--- src/rtl/aes_dec_round_ctrl_if.sv ---
// Host/datapath handshake bundle for the AES-128 decrypt round sequencer.
interface aes_dec_round_ctrl_if #(
  parameter int unsigned CNT_WIDTH = 4
) ();

  logic                 start;
  logic                 abort;
  logic                 key_valid;
  logic [CNT_WIDTH-1:0] round_count;
  logic                 key_req;
  logic                 load_state;
  logic                 round_en;
  logic                 inv_sub_en;
  logic                 inv_mix_en;
  logic                 last_round;
  logic                 busy;
  logic                 done;

  // Host and key store drive requests; they observe the sequencer's decode.
  modport master (
    output start, abort, key_valid,
    input  round_count, key_req, load_state, round_en,
    input  inv_sub_en, inv_mix_en, last_round, busy, done
  );

  // The sequencer itself.
  modport slave (
    input  start, abort, key_valid,
    output round_count, key_req, load_state, round_en,
    output inv_sub_en, inv_mix_en, last_round, busy, done
  );

endinterface

--- src/rtl/aes_dec_round_ctrl.sv ---
// AES-128 decrypt round sequencer: walks the round key index NUM_ROUNDS..0,
// one round per accepted key, and decodes the inverse-round datapath enables.
module aes_dec_round_ctrl #(
  parameter int unsigned NUM_ROUNDS = 10,
  parameter int unsigned CNT_WIDTH  = 4
) (
  input  logic                 clk,
  input  logic                 n_rst,
  aes_dec_round_ctrl_if.slave  bus
);

  localparam logic [CNT_WIDTH-1:0] FIRST_CNT = CNT_WIDTH'(NUM_ROUNDS);
  localparam logic [CNT_WIDTH-1:0] ZERO_CNT  = '0;
  localparam logic [CNT_WIDTH-1:0] ONE_CNT   = CNT_WIDTH'(1);

  generate
    if ((2 ** CNT_WIDTH) <= NUM_ROUNDS) begin : g_bad_width
      $error("CNT_WIDTH too small to hold NUM_ROUNDS");
    end
  endgenerate

  typedef enum logic [1:0] {
    IDLE = 2'd0,
    LOAD = 2'd1,
    RUN  = 2'd2,
    DONE = 2'd3
  } state_t;

  state_t               state;
  state_t               state_nxt;
  logic [CNT_WIDTH-1:0] round_count;
  logic [CNT_WIDTH-1:0] round_count_nxt;

  // State and round index registers.
  always_ff @(posedge clk or negedge n_rst) begin
    if (!n_rst) begin
      state       <= IDLE;
      round_count <= FIRST_CNT;
    end else begin
      state       <= state_nxt;
      round_count <= round_count_nxt;
    end
  end

  // Next-state logic; abort outranks key_valid and start in every busy state.
  always_comb begin
    state_nxt       = state;
    round_count_nxt = round_count;
    unique case (state)
      IDLE: begin
        round_count_nxt = FIRST_CNT;
        if (bus.start) state_nxt = LOAD;
      end
      LOAD: begin
        if (bus.abort) begin
          state_nxt       = IDLE;
          round_count_nxt = FIRST_CNT;
        end else begin
          state_nxt = RUN;
        end
      end
      RUN: begin
        if (bus.abort) begin
          state_nxt       = IDLE;
          round_count_nxt = FIRST_CNT;
        end else if (bus.key_valid) begin
          if (round_count == ZERO_CNT) begin
            state_nxt       = DONE;
            round_count_nxt = FIRST_CNT;
          end else begin
            round_count_nxt = round_count - ONE_CNT;
          end
        end
      end
      DONE: begin
        state_nxt       = IDLE;
        round_count_nxt = FIRST_CNT;
      end
      default: begin
        state_nxt       = IDLE;
        round_count_nxt = FIRST_CNT;
      end
    endcase
  end

  logic in_run;
  logic fire;
  logic is_first;
  logic is_last;

  assign in_run   = (state == RUN);
  assign fire     = in_run && bus.key_valid;
  assign is_first = (round_count == FIRST_CNT);
  assign is_last  = (round_count == ZERO_CNT);

  // Output decode; the first round is AddRoundKey only, the last skips InvMixColumns.
  assign bus.round_count = round_count;
  assign bus.key_req     = in_run;
  assign bus.load_state  = (state == LOAD);
  assign bus.round_en    = fire;
  assign bus.inv_sub_en  = fire && !is_first;
  assign bus.inv_mix_en  = fire && !is_first && !is_last;
  assign bus.last_round  = in_run && is_last;
  assign bus.busy        = (state != IDLE);
  assign bus.done        = (state == DONE);

  a_count_range: assert property (@(posedge clk) disable iff (!n_rst)
    round_count <= FIRST_CNT);

  a_done_from_run: assert property (@(posedge clk) disable iff (!n_rst)
    (state == DONE) |-> ($past(state) == RUN));

  a_load_from_idle: assert property (@(posedge clk) disable iff (!n_rst)
    (state == LOAD) |-> ($past(state) == IDLE));

  a_idle_count: assert property (@(posedge clk) disable iff (!n_rst)
    (state == IDLE) |-> (round_count == FIRST_CNT));

endmodule

--- src/flat_wrapper.sv ---
// flat-port wrapper written by rule: the top's interface ports become plain ports
module aes_dec_round_ctrl_flat 
#(
  parameter int unsigned NUM_ROUNDS = 10,
  parameter int unsigned CNT_WIDTH  = 4
)
  (clk, n_rst, bus_start, bus_abort, bus_key_valid, bus_round_count, bus_key_req, bus_load_state, bus_round_en, bus_inv_sub_en, bus_inv_mix_en, bus_last_round, bus_busy, bus_done);
  aes_dec_round_ctrl_if #(.CNT_WIDTH(CNT_WIDTH)) bus_i ();
  input  logic clk;
  input  logic n_rst;
  input wire logic [$bits(bus_i.start)-1:0] bus_start;
  input wire logic [$bits(bus_i.abort)-1:0] bus_abort;
  input wire logic [$bits(bus_i.key_valid)-1:0] bus_key_valid;
  output wire logic [$bits(bus_i.round_count)-1:0] bus_round_count;
  output wire logic [$bits(bus_i.key_req)-1:0] bus_key_req;
  output wire logic [$bits(bus_i.load_state)-1:0] bus_load_state;
  output wire logic [$bits(bus_i.round_en)-1:0] bus_round_en;
  output wire logic [$bits(bus_i.inv_sub_en)-1:0] bus_inv_sub_en;
  output wire logic [$bits(bus_i.inv_mix_en)-1:0] bus_inv_mix_en;
  output wire logic [$bits(bus_i.last_round)-1:0] bus_last_round;
  output wire logic [$bits(bus_i.busy)-1:0] bus_busy;
  output wire logic [$bits(bus_i.done)-1:0] bus_done;
  assign bus_i.start = bus_start;
  assign bus_i.abort = bus_abort;
  assign bus_i.key_valid = bus_key_valid;
  assign bus_round_count = bus_i.round_count;
  assign bus_key_req = bus_i.key_req;
  assign bus_load_state = bus_i.load_state;
  assign bus_round_en = bus_i.round_en;
  assign bus_inv_sub_en = bus_i.inv_sub_en;
  assign bus_inv_mix_en = bus_i.inv_mix_en;
  assign bus_last_round = bus_i.last_round;
  assign bus_busy = bus_i.busy;
  assign bus_done = bus_i.done;
  aes_dec_round_ctrl #(.NUM_ROUNDS(NUM_ROUNDS), .CNT_WIDTH(CNT_WIDTH)) u_core (.clk(clk), .n_rst(n_rst), .bus(bus_i));
endmodule
--- config.mk ---
export PLATFORM = sky130hd
export DESIGN_NAME = aes_dec_round_ctrl_flat
export DESIGN_NICKNAME = d
export VERILOG_FILES = /design/src/rtl/aes_dec_round_ctrl_if.sv /design/src/rtl/aes_dec_round_ctrl.sv /design/src/flat_wrapper.sv
export SDC_FILE = /design/constraint.sdc
export NUM_CORES = 1
export LEC_CHECK = 0
export ABC_CLOCK_PERIOD_IN_PS = 1800
export CORE_AREA = 2 2 39 41
export CTS_BUF_LIST = sky130_fd_sc_hd__clkbuf_2 sky130_fd_sc_hd__clkbuf_4 sky130_fd_sc_hd__clkbuf_8
export CTS_CLUSTER_DIAMETER = 40
export DETAILED_ROUTE_END_ITERATION = 10
export DIE_AREA = 0 0 41 43
export PLACE_DENSITY_LB_ADDON = 0.2
export SETUP_SLACK_MARGIN = 0.02
export SYNTH_ARGS = -nofsm -noshare
export SYNTH_HDL_FRONTEND = slang
export SYNTH_SLANG_ARGS = --single-unit
--- constraint.sdc ---
create_clock -name clk -period 1.8 [get_ports clk]
set_input_delay 0.36 -clock clk [delete_from_list [all_inputs] [get_ports clk]]
set_output_delay 0.36 -clock clk [all_outputs]
set_load 0.05 [all_outputs]
==> summary.txt <==
Outcome
  • Status: complete, but fails checks
  • Violated checks: negative setup slack

Die
  • Ports: 17
  • Die area: around 0.0018 mm^2
  • Die span in y: ~43 um
  • Chip Width: around 41 um
  • Core area: approximately 0.0014 mm^2
  • Starting Density: 30.7%
  • Row count: 14

Drt
  • Routed length per instance: around 10 um
  • Via density: 4.68
  • Vias: roughly 430
  • Initial DRC count: 0
  • Final WL: ~950 um
  • Antenna viol nets, final: 0
  • DRT Pass-1 Iters: 1
  • Post-route DRC: 0

Layout
  • Most frequent cells in the layout: buf_12 (9), buf_4 (9), nand2_1 (4), clkbuf_4 (4), clkdlybuf4s50_1 (4)
  • Fill cells: approximately 120
  • Reg area: between 150 and 200 um^2
  • Multi-input gate area: 290 um^2
  • Layout area overhead: 90.6%
  • Share of post-route cells with drive strength above 1: a little under three fifths
  • Fin area: roughly 810 um^2
  • Diodes inserted: 0
  • Nets@finish: 85

Critical path
  • WS Path Type: flop to primary output
  • CP max-delay cell: dfrtp_2
  • Crit path launch type: flop
  • Worst Reg-to-Reg Cells: 6
  • CP required: 1.44 ns
  • Worst path depth: 5
  • Crit-path leading delay family: simple AND/OR/NAND/NOR gates
  • CP arrival: 1.49 ns
  • Worst setup startpoint: u_core.bus.round_count[0]$_DFFE_PN0P_
  • CP endpoint kind: primary output
  • Worst R2R Start: u_core.bus.round_count[0]$_DFFE_PN0P_
  • Critical Path Max Stage Delay: 0.41 ns
  • Cell Chain, Critical Path: inv_2, ha_4, or3b_4, nor2_4, buf_12
  • Maximum fanout along the worst path: 2
  • Critical path buffers and inverters: 2
  • R2R Setup Slk: approximately 0.28 ns

Timing
  • Final setup viols: 2
  • Worst-Margin Slew: 0.320 ns
  • Shortest period the worst path allows: between 1.5 and 2 ns
  • Slew Limit Fails: 0
  • Slew HR: 78.6%
  • Final WS setup: -0.0527 ns
  • Minimum hold slack: between 0.3 and 0.4 ns
  • Endpoints failing hold: 0
  • Fin crit share: 103%
  • Max Freq: ~540 MHz
  • RSZ-0062 raised after global routing: yes
  • Clk_skew: 0.0108 ns

Global routing
  • Number of global-route vias before repair: approximately 390
  • First-pass GRT wire length: 1580 um
  • Total GRT Usage: about an eighth
  • Initial antenna violation count: 0
  • Largest net degree at the start of global routing: 8
  • Grt ovf: 0

Synthesis
  • Register area share after synthesis: a little over a third
  • Post-Syn Area per Cell: 8.48 um^2
  • Ys Warns: 0
  • Post-Syn Area: between 400 and 500 um^2
  • Synth Register Bits: 6
  • Distinct cell type count after synthesis: 27
  • Syn nets: just under 60
  • Cells after Synth: 50

Clocking
  • Htree depth: 1
  • Hold_buf cts: 0
  • CTS tree: yes
  • CTS sink cnt: 6
  • Worst skew pair latency: approximately 0.24 ns
  • Root Buffer: clkbuf_4
  • Clock-pin slew on the worst setup and hold paths: roughly 0.050 ns
  • CTS buffer count: 3
  • Clock Tree Buf Depth: 2

Pwr
  • Peak supply drop: about 0.00042 V
  • Static leakage: roughly 0.00035 uW
  • PD cells: 586 mW/mm^2

Hold path
  • Hold Path Class: primary input to async pin

Placed design
  • Port buffer count: 16
  • Placed cell area: between 700 and 800 um^2
  • Placer Congestion: between 0.7 and 0.8
  • Detailed Place HPWL: between 700 and 800 um
  • Place WS: roughly 0.12 ns

Job
  • MaxCap Viol Count: 0
[final timing paths]
path,endpoint
max,bus_last_round
min,u_core.bus.round_count[2]$_DFFE_PN0P_
max reg2reg,u_core.state[0]$_DFFE_PN0P_
min reg2reg,u_core.state[0]$_DFFE_PN0P_
max in group asynchronous,u_core.bus.round_count[3]$_DFFE_PN1P_
min in group clk,u_core.state[0]$_DFFE_PN0P_
[worst register-to-register path, delay by kind of cell, from the launching register on]
kind / cells / cell delay [ns]
simple gates: 2 / 0.54
flops: 1 / 0.41
buf+inv: 2 / 0.24
fa+ha+maj: 1 / 0.12
compound gates: 1 / 0.12
[power breakdown]
part           switching, uW  internal [uW]  total, uW
clock network           44.9           98.7        144
logic                   98.4           77.1        175
registers               10.5            144        154
total                    154            320        473
[final cells by class]
type / count / area share [%]
clock buffer: 4 / 3.72
inverter: 6 / 3.10
multi-input combinational: 38 / 35.9
sequential: 6 / 19.2
tap: 16 / 2.48
timing repair buffer: 22 / 35.6
[state kept, by name, indices dropped and copies added (netlist names)]
signal / cells
u_core.bus.round_count: 4
u_core.state: 2
[what timing repair did]
item	in CTS	in global routing
pin swaps	1	1
resized for setup	0	4
setup buffers	5	0
setup endpoints to repair	2	4
[cells by family after synthesis]
family                     synth area share (%)
AOI/OAI and AO/OA                          15.9
buffers and inverters                      5.90
and+or+nand+nor                            31.0
DFF                                        36.0
adders and majority gates                  8.85
muxes                                      2.36
[layer usage]
metal	global-route usage, %	share of wire (%)	routed length (um)
met5	0	0	0
met4	6.00	0	0
met3	3.14	2.7	26
met2	19.7	52	495
met1	17.2	45	427
[synth_stat cells]
| library cell | count | share of area (%) |
|---|---|---|
| nor3_1 | 1 | 1.2 |
| a21o_1 | 1 | 1.8 |
| ha_1 | 3 | 8.9 |
| o21ai_1 | 1 | 1.2 |
| clkinv_2 | 2 | 2.4 |
| o21ai_0 | 2 | 2.4 |
| o22ai_1 | 1 | 1.5 |
| and2_1 | 1 | 1.5 |
| a31oi_1 | 1 | 1.5 |
| or2_2 | 1 | 1.5 |
| inv_1 | 4 | 3.5 |
| nand3b_1 | 1 | 1.8 |
| dfrtp_1 | 4 | 24 |
| nor2b_1 | 1 | 1.5 |
| nand2_4 | 1 | 2.7 |
| dfstp_2 | 2 | 12 |
| nand2b_4 | 1 | 3.2 |
| nand2b_1 | 2 | 2.9 |
| a311oi_1 | 1 | 2.1 |
| a32oi_1 | 1 | 2.1 |
| nor2_1 | 6 | 5.3 |
| nand2_1 | 5 | 4.4 |
| nor3b_1 | 1 | 1.8 |
| nand3_1 | 1 | 1.2 |
| a21oi_1 | 3 | 3.5 |
| mux2i_1 | 1 | 2.4 |
| or3b_1 | 1 | 2.1 |
[through the flow]
stage / power [uW] / util (%) / std cells / setup TNS (ns)
floorplan: 252 / - / 50 / -0.0192
global placement: 326 / 52.9 / 83 / 0
detailed placement: 326 / 52.9 / 83 / 0
CTS: 476 / 57.8 / 92 / -0.0669
global route: 504 / 58.4 / 92 / -0.234
finish: 473 / 58.4 / 92 / -0.0751
No activity file was read; power rests on OpenSTA's default activity.
